**config.mk**
```make
export PLATFORM = sky130hd
export DESIGN_NAME = nv_nvdla_dmaif_rdreq_gen
export DESIGN_NICKNAME = d
export VERILOG_FILES = /design/src/rtl/nv_nvdla_dmaif_rdreq_gen.sv
export SDC_FILE = /design/constraint.sdc
export NUM_CORES = 1
export LEC_CHECK = 0
export CAP_MARGIN = 20
export CORE_MARGIN = 2
export CORE_UTILIZATION = 50
export CTS_CLUSTER_SIZE = 20
export DETAILED_ROUTE_END_ITERATION = 12
export PLACE_DENSITY = 0.74
export SLEW_MARGIN = 15
export SYNTH_ARGS = -nofsm -noshare
export SYNTH_HDL_FRONTEND = slang
export SYNTH_SLANG_ARGS = --single-unit
export TNS_END_PERCENT = 50
```
**constraint.sdc**
```tcl
create_clock -name nvdla_core_clk -period 2.8 [get_ports nvdla_core_clk]
set_input_delay 0.56 -clock nvdla_core_clk [delete_from_list [all_inputs] [get_ports nvdla_core_clk]]
set_output_delay 0.56 -clock nvdla_core_clk [all_outputs]
set_load 0.01 [all_outputs]
```
**src/rtl/nv_nvdla_dmaif_rdreq_gen.sv**
```systemverilog
// Surface read-request generator: walks a 2-D surface line by line and cuts each
// line into DMA read requests of at most MAX_REQ_ATOMS 32-byte atoms.
module nv_nvdla_dmaif_rdreq_gen #(
    parameter int NVDLA_MEM_ADDRESS_WIDTH = 64,
    parameter int MAX_REQ_ATOMS           = 8
) (
    input  logic                                  nvdla_core_clk,
    input  logic                                  nvdla_core_rst,
    input  logic                                  cmd_vld,
    output logic                                  cmd_rdy,
    input  logic [NVDLA_MEM_ADDRESS_WIDTH-1:0]    cmd_base_addr,
    input  logic [14:0]                           cmd_line_atoms,
    input  logic [12:0]                           cmd_height,
    input  logic [31:0]                           cmd_line_stride,
    output logic [NVDLA_MEM_ADDRESS_WIDTH+14:0]   dmaif_rd_req_pd,
    output logic                                  dmaif_rd_req_vld,
    input  logic                                  dmaif_rd_req_rdy,
    output logic                                  busy,
    output logic                                  done
);

    localparam int              AW          = NVDLA_MEM_ADDRESS_WIDTH;
    localparam logic [15:0]     MAX_ATOMS   = 16'(MAX_REQ_ATOMS);
    localparam logic [AW-1:0]   CHUNK_BYTES = AW'(MAX_REQ_ATOMS * 32);

    typedef enum logic {IDLE, REQ} state_t;

    state_t        state;
    logic [AW-1:0] line_addr;
    logic [AW-1:0] cur_addr;
    logic [15:0]   atoms_left;
    logic [12:0]   line_cnt;
    logic [12:0]   height_q;
    logic [14:0]   line_atoms_q;
    logic [26:0]   stride_q;

    logic [AW-1:0] stride_step;
    logic [AW-1:0] next_chunk_addr;
    logic [AW-1:0] next_line_addr;
    logic [15:0]   cmd_atoms_total;
    logic [15:0]   line_atoms_total;
    logic [15:0]   chunk_atoms_left;
    logic          more_chunks;
    logic          more_lines;
    logic          handshake;

    // Stride is only meaningful at atom granularity; its low five bits are dropped.
    logic unused_stride_lsbs;
    assign unused_stride_lsbs = ^cmd_line_stride[4:0];

    assign stride_step      = AW'({stride_q, 5'b0});
    assign next_chunk_addr  = cur_addr + CHUNK_BYTES;
    assign next_line_addr   = line_addr + stride_step;
    assign cmd_atoms_total  = {1'b0, cmd_line_atoms} + 16'd1;
    assign line_atoms_total = {1'b0, line_atoms_q} + 16'd1;
    assign chunk_atoms_left = atoms_left - MAX_ATOMS;
    assign more_chunks      = atoms_left > MAX_ATOMS;
    assign more_lines       = line_cnt != height_q;
    assign handshake        = dmaif_rd_req_vld && dmaif_rd_req_rdy;

    // Request size field (atoms minus one) for a line with `left` atoms remaining.
    function automatic logic [14:0] req_size(input logic [15:0] left);
        return (left > MAX_ATOMS) ? 15'(MAX_ATOMS - 16'd1) : 15'(left - 16'd1);
    endfunction

    // NOTE: nonblocking assignments throughout, so every branch below reads the
    // pre-edge register values regardless of statement order.
    always_ff @(posedge nvdla_core_clk) begin
        if (nvdla_core_rst) begin
            // NOTE: datapath registers are reset too, so pd reads 0 out of reset
            // and an abandoned command leaves nothing behind.
            state            <= IDLE;
            cmd_rdy          <= 1'b1;
            busy             <= 1'b0;
            done             <= 1'b0;
            dmaif_rd_req_vld <= 1'b0;
            dmaif_rd_req_pd  <= '0;
            line_addr        <= '0;
            cur_addr         <= '0;
            atoms_left       <= '0;
            line_cnt         <= '0;
            height_q         <= '0;
            line_atoms_q     <= '0;
            stride_q         <= '0;
        end else begin
            done <= 1'b0;
            case (state)
                IDLE: begin
                    if (cmd_vld && cmd_rdy) begin
                        height_q         <= cmd_height;
                        line_atoms_q     <= cmd_line_atoms;
                        stride_q         <= cmd_line_stride[31:5];
                        line_addr        <= cmd_base_addr;
                        cur_addr         <= cmd_base_addr;
                        atoms_left       <= cmd_atoms_total;
                        line_cnt         <= '0;
                        dmaif_rd_req_pd  <= {req_size(cmd_atoms_total), cmd_base_addr};
                        dmaif_rd_req_vld <= 1'b1;
                        cmd_rdy          <= 1'b0;
                        busy             <= 1'b1;
                        state            <= REQ;
                    end
                end
                REQ: begin
                    // The next request is registered at the handshake edge, so
                    // chunks and lines follow each other with no bubble.
                    if (handshake) begin
                        if (more_chunks) begin
                            cur_addr        <= next_chunk_addr;
                            atoms_left      <= chunk_atoms_left;
                            dmaif_rd_req_pd <= {req_size(chunk_atoms_left), next_chunk_addr};
                        end else if (more_lines) begin
                            line_addr       <= next_line_addr;
                            cur_addr        <= next_line_addr;
                            atoms_left      <= line_atoms_total;
                            line_cnt        <= line_cnt + 13'd1;
                            dmaif_rd_req_pd <= {req_size(line_atoms_total), next_line_addr};
                        end else begin
                            dmaif_rd_req_vld <= 1'b0;
                            dmaif_rd_req_pd  <= '0;
                            cmd_rdy          <= 1'b1;
                            busy             <= 1'b0;
                            done             <= 1'b1;
                            state            <= IDLE;
                        end
                    end
                end
            endcase
        end
    end

endmodule
```
Word-level counts from Yosys, hierarchy flattened
Cells that the tools add are included.
{"block": "word_totals", "reg_bits": 295, "inputBits": 128, "out_inout_bits": 83, "wordCells": 84}
{"block": "classes", "n_addsub": 9, "order_cmp": 4, "eq_ne": 7, "n_mux": 42, "n_bitwise": 2, "n_reduce_logical": 8}
{"operator": "$mux W64", "count": 6}
{"operator": "$mux W79", "count": 4}
{"operator": "$pmux W64 S2", "count": 2}
{"operator": "$pmux W79 S2", "count": 1}
{"operator": "$add A64 B32 Y64", "count": 1}
{"operator": "$add A64 B9 Y64 const B", "count": 1}
{"operator": "$gt A16 B4 Y1 const B", "count": 4}
{"operator": "$mux W16", "count": 4}
{"operator": "$mux W13", "count": 4}
{"operator": "$mux W15", "count": 3}
{"operator": "$sub A15 B1 Y15 const B", "count": 3}
{"operator": "$add A15 B1 Y16 const B", "count": 2}
{"operator": "$pmux W16 S2", "count": 1}
{"operator": "$pmux W13 S2", "count": 1}
{"operator": "$sub A16 B4 Y16 const B", "count": 1}
{"operator": "$add A13 B1 Y13 const B", "count": 1}
{"operator": "$mux W1", "count": 13}
{"operator": "$ne A13 B13 Y1", "count": 1}
{"operator": "$reduce_and A4 Y1", "count": 2}
{"operator": "$ne A2 B2 Y1 const B", "count": 3}
{"operator": "$pmux W1 S2", "count": 3}
{"operator": "$ne A2 B1 Y1 const B", "count": 2}
{"operator": "$reduce_and A2 Y1", "count": 2}
{"operator": "$reduce_or A4 Y1", "count": 1}
{"operator": "other kinds (4)", "count": 6}

Longest topological paths before layout
Gate-level depths: netlist (run 1).
{"block": "logic_depth", "depth_word": 7, "ltp_mapped": 12, "depth_no_buf": 10}

Worst setup path before layout (run 1)
Ideal clock, no wire load.
{"block": "synth_path", "path_type": "flip-flop to flip-flop", "from": "register line_addr[27]", "to": "register cur_addr[53]", "setup_time_ps": 126, "arrival_ps": 2862, "required_time_ps": 2674, "slack_ps": -188, "path_stages_with_launch": 12, "n_path_buf": 2, "period_less_slack_ps": 2988, "cell_sequence": "dfxtp_1 -> ha_1 -> clkbuf_1 -> o21a_1 -> o211a_1 -> a221oi_1 -> o221ai_1 -> a21oi_1 -> buf_2 -> nor4_1 -> o31ai_1 -> o21ai_0"}
{"block": "synth_between", "elab_chain_len": 5}
{"item": "start: declaration", "line": "29", "rtl": "logic [AW-1:0] line_addr;"}
{"item": "start signal: assignment", "line": "93", "rtl": "line_addr <= cmd_base_addr;"}
{"item": "start signal: assignment", "line": "113", "rtl": "line_addr <= next_line_addr;"}
{"item": "$add A64 B32 Y64", "line": "53", "rtl": "assign next_line_addr = line_addr + stride_step;"}
{"item": "$mux W64", "line": "112", "rtl": "end else if (more_lines) begin"}
{"item": "$mux W64", "line": "108", "rtl": "if (more_chunks) begin"}
{"item": "$mux W64", "line": "107", "rtl": "if (handshake) begin"}
{"item": "$pmux W64 S2", "line": "87", "rtl": "case (state)"}
{"item": "end signal: assignment", "line": "94", "rtl": "cur_addr <= cmd_base_addr;"}
{"item": "end signal: assignment", "line": "109", "rtl": "cur_addr <= next_chunk_addr;"}
{"item": "end signal: assignment", "line": "114", "rtl": "cur_addr <= next_line_addr;"}
{"item": "end: declaration", "line": "30", "rtl": "logic [AW-1:0] cur_addr;"}
No other way between the ends. The select of a mux whose other input is x is not followed.
A chain may end at the register's enable or synchronous reset.

Worst setup path after layout (run 1)
{"block": "layout_path", "from": "register stride_q[15]", "to": "register dmaif_rd_req_pd[63]"}
{"block": "layout_between", "elab_chain_len": 5}
{"item": "start: declaration", "line": "35", "rtl": "logic [26:0] stride_q;"}
{"item": "start signal: assignment", "line": "92", "rtl": "stride_q <= cmd_line_stride[31:5];"}
{"item": "$add A64 B32 Y64", "line": "53"}
{"item": "$mux W79", "line": "112"}
{"item": "$mux W79", "line": "108"}
{"item": "$mux W79", "line": "107"}
{"item": "$pmux W79 S2", "line": "87"}
{"item": "end signal: assignment", "line": "97", "rtl": "dmaif_rd_req_pd <= {req_size(cmd_atoms_total), cmd_base_addr};"}
{"item": "end signal: assignment", "line": "111", "rtl": "dmaif_rd_req_pd <= {req_size(chunk_atoms_left), next_chunk_addr};"}
{"item": "end signal: assignment", "line": "117", "rtl": "dmaif_rd_req_pd <= {req_size(line_atoms_total), next_line_addr};"}
{"item": "end: declaration", "line": "15", "rtl": "output logic [NVDLA_MEM_ADDRESS_WIDTH+14:0] dmaif_rd_req_pd,"}
No other way between the ends. The select of a mux whose other input is x is not followed.

==> results.txt, run 1 <==
The flow ran to the end, but the final reports show violations. The final reports fail on negative setup slack. In this run the critical register-to-register path is captured at dmaif_rd_req_pd[63]. The slew at the pin with the worst max-slew slack came out at 0.8865 ns. The worst-skew pair later-pin latency came out at 0.56 ns. The worst relative slew slack came out at 40.68%. The worst path in the final design needs a cycle of 2.903 ns, including I/O delays and setup. The type of destination of the critical path is a flop.

The power density relative to cell area came out at 554.8 nW/um2. The dominant register cell in the synthesized netlist is dfxtp_1. The number of buffers inserted by hold repair at cts came out at 0. The total CTS buffers came out at 35.

The largest net degree at the start of global routing is 68. The depth of the worst register-to-register path came out at 10. The via count of the first global-routing pass is 20360. The width of the chip came out at 195.2 um. After synthesis, the share of flip-flops with an asynchronous set or reset is 0%. After synthesis, the mean cell area works out to 7.496 um2. For the worst setup path, the data arrival time is 3.38 ns. The die height came out at 195.2 um. 0 antenna diodes ended up in the layout. Summing all flip-flop and latch instances after layout gives 5937 um2. The initial antenna violation count is 0. The total wire length after detailed routing is 71870 um. The first-pass iteration count of the detailed router is 6.

The number of H-tree branching levels came out at 2. Setup repair after global routing could not meet its margin everywhere. Global routing finished with a remaining overflow of 0. In the final layout, the multi-input gates occupy 12590 um2. The global-route total usage across every layer came out at 36.06%. Yosys mapped a number of flops with a built-in enable equal to 0. The number of core rows is 70. The count of port buffers added during placement is 205. The critical path in this run is classified as reg -> reg. The initial cell density of the core came out at 50.30%.

Dividing the detail-routed via count by the number of cells gives 6.273. The kind of cell adding the most delay to the critical path is compound AO/OA/AOI/OAI gates. The tree is rooted in a clkbuf_16. In this run the most critical hold path is launched from nvdla_core_rst. Setup total negative slack on the finished layout was measured at -0.5279 ns. The commonest non-fill, non-tap cell in the layout is buf_4. The total via count in the routed design came out at 21180. The clock tree from TritonCTS is yes. The largest fanout of any net on the critical path is 3.

The number of sinks handled by clock tree synthesis is 295. In this run the static leakage power is 9.661 nW. The worst endpoint required time came out at 3.27 ns. The number of nets at the end of the flow is 3051. The average detailed-routed wire length per instance came out at 21.29 um. Synthesis produced a netlist with a net count of 2606. The remaining routing DRC violations is 0. The cell that appears most often on the critical path is or3_4. The number of max-slew violations in the final report came out at 0. The largest total area in the synthesized netlist belongs to dfxtp_1. The maximum number of buffers from clock root to sink is 3. Walking the worst path, the cells encountered are ha_4 > nand2_2 > or3_4 > or3_4 > buf_6 > o32a_1 > a21oi_2 > mux2i_1 > a21oi_1 > a211oi_2. The sequential fraction of the synthesis area came out at 32.30%. Summed over all nets, the half-perimeter wirelength after detailed placement is 50990 um.

The number of hold violations in the final report was 0. The worst hold path belongs to the class in -> reg. The area of the core came out at 36350 um2. The yosys synthesis warning count is 0. The fraction of layout cells with a size suffix above 1 came out at 23.45%. The final total power came out at 14.29 mW.

The worst clock skew on the final layout came out at 0.02052 ns. The congestion estimate from routability-driven global placement came to 1.024. The instance area after placement came out at 23170 um2. Of the available clock period, the critical path in the final layout requires 103.7%. In the layout the commonest cells are buf_4 (345), nand2_1 (337), dfxtp_1 (272). The path with the worst hold slack has its endpoint at dmaif_rd_req_pd[51]. Across the VDD grid, the largest voltage drop is 0.0004022 V. Synthesis inferred 295 register bits. The buffering stage count on the worst path with inverters included came out at 1. After synthesis, the largest area contributor takes up 32.30% of total cell area. The first routing iteration left 2196 violations. The worst setup slack for register-to-register paths came out at -0.10 ns. Sorting the synthesized cells by area gives the leading types as dfxtp_1 (32%), nand2_1 (7.0%), a21oi_1 (6.2%). The reported max-cap violation count is 0. The post-synthesis to final-layout area growth is 40.88%.

In this run the critical register-to-register path is launched from stride_q[15]. The first-pass GRT wire length came out at 109800 um. The final critical-path setup slack came out at -0.1035 ns. The achievable frequency is 0.3444 GHz. The clock-pin transition on the worst setup and hold timing paths came out at 0.06 ns.

The total of endpoints with negative setup slack in the final report is 15. The worst setup path is launched from a flop. The number of cells on the worst hold path came out at 2.

The area of the die is 38110 um2. The post-synthesis instance total is 2439. The number of routed nets with antenna violations came out at 0. The number of ports placed on the die boundary is 211. After synthesis, the netlist uses 88 different library cells.

The post-route worst hold slack is 0.2547 ns. After filler insertion, the fill cell instance count of the layout stands at 2983. For this design, the slowest cell found on the critical path is or3_4.

The area of the mapped netlist is 18280 um2. The total non-filler cell area in the finished layout came out at 25760 um2. In this design, the stage delay of the slowest critical-path cell is 0.38 ns.
==> logic make-up after synthesis <==
group                    count (synthesis)  share of synthesized area [%]
AND/OR/NAND/NOR                        959                          25.12
AO/OA/AOI/OAI                          752                          26.61
flip-flops                             295                          32.30
buffers and inverters                  224                          4.866
XOR/XNOR                               138                          6.611
adder cells (fa/ha/maj)                 39                          2.710
multiplexers                            32                          1.779
==> repair_timing <==
item / 4_1_cts / 5_1_grt
gates resized for setup: 91 / 156
gates cloned: 0 / 1
setup endpoints to repair: 120 / 161
pin swaps: 42 / 87
setup buffers: 15 / 26
==> synth_stat cells (15+ instances only) <==
cell type	n
a211oi_1	58
a21oi_1	228
a221oi_1	18
a22oi_1	41
a311oi_1	17
a31oi_1	28
and2_1	18
and3_1	25
and4_1	15
buf_2	21
clkbuf_1	161
dfxtp_1	295
ha_1	38
inv_1	32
mux2i_1	28
nand2_1	342
nand3_1	82
nand4_1	46
nor2_1	206
nor2b_1	29
nor3_1	78
nor4_1	24
o211ai_1	32
o21a_1	20
o21ai_0	117
o21ai_1	26
o22ai_1	29
or3_1	27
or4_1	16
xnor2_1	85
xor2_1	53
==> power by group <==
group          switching [mW]  internal (mW)  leakage, nW  total [mW]
Clock                    1.93           2.75        0.566        4.68
Sequential              0.367           4.62         2.43        4.98
Combinational            2.57           2.06         6.66        4.63
Total                    4.86           9.43         9.66        14.3
==> flip-flops by register name (all words and copies together) (netlist names), 13 cells and up <==
| signal | cells |
|---|---|
| atoms_left | 16 |
| cur_addr | 64 |
| line_addr | 64 |
| line_cnt | 13 |
| stride_q | 27 |
| dmaif_rd_req_pd | 79 |
| height_q | 13 |
| line_atoms_q | 15 |
==> routing by layer <==
layer / wire length [um] / up-vias / share of wire, % / global-route usage [%]
met5: 0 / - / 0 / 0
met4: 3048 / 0 / 4.2 / 16.74
met3: 6549 / 203 / 9.1 / 5.993
met2: 33500 / 1130 / 47 / 59.23
met1: 28780 / 10050 / 40 / 46.37
li1: - / 9800 / - / -
==> cell type report <==
| type | instances | area share [%] |
|---|---|---|
| Clock buffer | 48 | 3.823 |
| Clock inverter | 13 | 0.6169 |
| Inverter | 33 | 0.4809 |
| Multi-Input combinational cell | 1921 | 48.87 |
| Sequential cell | 295 | 23.05 |
| Tap cell | 468 | 2.273 |
| Timing Repair Buffer | 598 | 20.89 |
==> worst register-to-register path: cells and delay by family (launching register included) <==
| family | cells | cell delay (ns) |
|---|---|---|
| flip-flops | 1 | 0.34 |
| buffers and inverters | 1 | 0.14 |
| AND/OR/NAND/NOR | 3 | 0.81 |
| multiplexers | 1 | 0.28 |
| AO/OA/AOI/OAI | 4 | 0.98 |
| adder cells (fa/ha/maj) | 1 | 0.27 |
==> worst max-delay path by stage <==
stage / slack (ns) / depth (start not counted) / from / endpoint
after floorplan: -0.06 / 10 / cmd_line_atoms[0] / dmaif_rd_req_pd[66]
after global placement: -0.47 / 11 / cmd_line_atoms[1] / dmaif_rd_req_pd[78]
after detailed placement: -0.52 / 11 / cmd_line_atoms[1] / dmaif_rd_req_pd[68]
after CTS: -0.07 / 10 / stride_q[15] / dmaif_rd_req_pd[63]
after global routing: -0.17 / 10 / stride_q[11] / dmaif_rd_req_pd[63]
final: -0.10 / 10 / stride_q[15] / dmaif_rd_req_pd[63]
==> per-stage QoR <==
stage	setup WS (ns)	cells	util, %
5_1_grt	-0.1680	3376	70.87
2_1_floorplan	-0.05715	2439	-
6_report	-0.1035	3376	70.87
4_1_cts	-0.06728	3353	68.41
3_5_place_dp	-0.5177	3277	63.76
3_3_place_gp	-0.4688	3277	63.76
No activity file was read; power rests on OpenSTA's default activity.
==> run 2: changes to the inputs <==
--- a/config.mk
+++ b/config.mk
@@ -11,6 +11,7 @@
 export CTS_CLUSTER_SIZE = 20
 export DETAILED_ROUTE_END_ITERATION = 12
 export PLACE_DENSITY = 0.74
+export REMOVE_ABC_BUFFERS = 1
 export SLEW_MARGIN = 15
 export SYNTH_ARGS = -nofsm -noshare
 export SYNTH_HDL_FRONTEND = slang
==> results.txt, run 2 (same netlist as run 1, synthesis figures left out) <==
Status: finished with violations (unchanged). Failing checks: negative setup slack (unchanged). The detailed-placement wirelength estimate is 51350 um (was 50990 um). The post-route worst hold slack is 0.3931 ns (was 0.2547 ns). The number of hold violations in the final report was 0 (unchanged). The vias per cell came out at 6.330 (was 6.273). The total via count in the routed design came to 21650 (was 21180).

The number of ports placed on the die boundary came to 211 (unchanged). The data arrival time of the critical path is 3.31 ns (was 3.38 ns). The first-pass iteration count of the detailed router came out at 7 (was 6). The number of sinks handled by clock tree synthesis is 295 (unchanged). The number of flip-flops under the largest register name is 79 (unchanged). The initial antenna violation count is 0 (unchanged). The commonest non-fill, non-tap cell in the layout is buf_4 (unchanged).

The type of destination of the critical path was a flop (unchanged). The worst-skew pair later-pin latency came out at 0.57 ns (was 0.56 ns). The total CTS buffers came to 35 (unchanged). The largest net degree at the start of global routing is 109 (was 68). The critical path start-end classification was reg -> reg (unchanged). The uppermost metal layer occupied by signal nets is met4 (unchanged). The power density relative to cell area is 549.1 nW/um2 (was 554.8 nW/um2). The slew at the pin with the worst max-slew slack was 1.043 ns (was 0.8865 ns). The total of endpoints with negative setup slack in the final report was 33 (was 15).

The via count of the first global-routing pass came out at 20440 (was 20360). The reported max-cap violation count came out at 0 (unchanged). Cell-by-cell listing of the critical path: or4_4 > or4_4 > nor4_4 > buf_4 > a31oi_4 > nand3_2 > buf_12 > buf_12 > nor3_2 > a221o_1 (was ha_4 > nand2_2 > or3_4 > or3_4 > buf_6 > o32a_1 > a21oi_2 > mux2i_1 > a21oi_1 > a211oi_2). The global placer's final weighted congestion is 0.9864 (was 1.024). The detailed route wirelength on metal2 came out at 35210 um (was 33500 um). The average detailed-routed wire length per instance came to 22.26 um (was 21.29 um). The area of the core came out at 36350 um2 (unchanged). The routed length on met1 is 29730 um (was 28780 um). The number of routed nets with antenna violations was 0 (unchanged). The global-route total usage across every layer is 36.91% (was 36.06%). The critical path's largest stage delay was 0.57 ns (was 0.38 ns). Largest registers: dmaif_rd_req_pd: 79 flops, cur_addr: 64 flops, line_addr: 64 flops (unchanged). The initial cell density of the core is 50.30% (unchanged). The clock tree from TritonCTS was yes (unchanged).

The achievable frequency came out at 0.3482 GHz (was 0.3444 GHz). The maximum number of buffers from clock root to sink is 3 (unchanged). The final critical delay including setup and external delays came out at 2.872 ns (was 2.903 ns). The fraction of the cycle the final worst path needs was 102.6% (was 103.7%).

The final critical-path setup slack came out at -0.07194 ns (was -0.1035 ns). The final antenna diode count came out at 0 (unchanged). The worst setup slack for register-to-register paths came to -0.07 ns (was -0.10 ns). The area of the multi-input gates is 12990 um2 (was 12590 um2). The buffering stage count on the worst path with inverters included was 3 (was 1). The remaining routing DRC violations was 0 (unchanged).

The number of nets at the end of the flow is 3096 (was 3051). The leakage power summed over all cells was 10.05 nW (was 9.661 nW). The largest voltage drop on the vdd net came to 0.0005166 V (was 0.0004022 V). The startpoint kind of the worst setup timing path is a flop (unchanged).

The count of port buffers added during placement came out at 205 (unchanged). The number of core rows is 70 (unchanged). The number of H-tree branching levels is 2 (unchanged).

The die height is 195.2 um (unchanged). The total of fill cells in the finished design is 2777 (was 2983). The routed length on met3 came out at 7497 um (was 6549 um). The kind of cell adding the most delay to the critical path is simple AND/OR/NAND/NOR gates (was compound AO/OA/AOI/OAI gates).

The master of the slowest instance on the critical path is or4_4 (was or3_4). The worst endpoint required time came out at 3.24 ns (was 3.27 ns). The total global routing overflow is 0 (unchanged).

The width of the chip is 195.2 um (unchanged). Most used cells in the layout excluding fill and tap cells: buf_4 (375), nand2_1 (334), dfxtp_1 (261) (was buf_4 (345), nand2_1 (337), dfxtp_1 (272)). Unrepaired setup endpoints after global routing: yes (unchanged).

The total wire length after detailed routing came out at 76120 um (was 71870 um). The area of the die came to 38110 um2 (unchanged). The post-synthesis to final-layout area growth came out at 45.86% (was 40.88%).

The cell at the root of the clock tree is clkbuf_16 (unchanged). The clock-pin transition on the worst setup and hold timing paths came to 0.07 ns (was 0.06 ns). The fraction of layout cells with a size suffix above 1 is 26.76% (was 23.45%). The largest fanout of any net on the critical path came out at 7 (was 3). The top register by number of flip-flops is dmaif_rd_req_pd (unchanged). The violation count after the first detailed-routing iteration came out at 1947 (was 2196). The number of max-slew violations in the final report is 0 (unchanged). The class of the most critical hold timing path is in -> reg (unchanged). The worst clock skew on the final layout is 0.01942 ns (was 0.02052 ns).

The worst relative slew slack came out at 30.31% (was 40.68%). The area of all sequential standard cells is 5953 um2 (was 5937 um2). The first-pass GRT wire length came out at 111400 um (was 109800 um). The summed negative setup slack over all endpoints came out at -1.043 ns (was -0.5279 ns).
[run 2: changes by cell type in the layout (fill, tap and decap cells not counted), moves of 6 or more]
| cell | previous run | this run |
|---|---|---|
| nand3_1 | 79 | 73 |
| o21ai_0 | 100 | 93 |
| a211oi_2 | 15 | 24 |
| dfxtp_2 | 22 | 32 |
| clkbuf_16 | 35 | 41 |
| buf_4 | 345 | 375 |
| buf_6 | 26 | 32 |
| dfxtp_1 | 272 | 261 |
| a211oi_1 | 42 | 35 |
| nand3_2 | 2 | 8 |
| o21ai_1 | 32 | 41 |
[run 2: power breakdown]
part	internal (mW)	total, mW	leakage (nW)	switching [mW]
logic	2.21	4.90	7.04	2.69
clock network	2.79	4.74	0.571	1.95
registers	4.62	5.01	2.44	0.387
[run 2: through the flow]
step | power [mW] | util [%] | area, um2 | instances | setup WS, ns
2_1_floorplan | 7.060 | - | 17520 | 2248 | -6.525
3_3_place_gp | 9.174 | 64.37 | 23400 | 3308 | -0.4961
3_5_place_dp | 9.268 | 64.38 | 23400 | 3308 | -0.5128
4_1_cts | 14.09 | 69.20 | 25150 | 3387 | -0.03631
5_1_grt | 15.14 | 73.37 | 26670 | 3420 | -0.1392
6_report | 14.64 | 73.37 | 26670 | 3420 | -0.07194
[run 2: final timing paths]
kind         depth (start not counted)                   to                start
max reg2reg                         10  dmaif_rd_req_pd[34]       atoms_left[10]
min reg2reg                          2  dmaif_rd_req_pd[36]  dmaif_rd_req_pd[36]
max                                 10  dmaif_rd_req_pd[34]       atoms_left[10]
min                                  2         stride_q[26]       nvdla_core_rst
[run 2: routing by layer]
metal	global-route usage, %	vias to the layer above
met5	0	-
met4	17.36	0
met3	7.375	281
met2	60.71	1220
met1	46.54	10250
li1	-	9898
[run 2: layout make-up]
type,instances,share of cell area (%)
clock buffers,47,3.763
flip-flops and latches,295,22.32
repair buffers,643,21.99
inverters,33,0.4645
well taps,468,2.196
multi-input cells,1921,48.71
clock inverters,13,0.5536
[run 2: what timing repair did]
action,CTS,global route
cloned,1,5
setup endpoints to repair,199,192
setup buffers,19,32
pin swaps,37,120
resized for setup,95,266
hold buffers,0,0
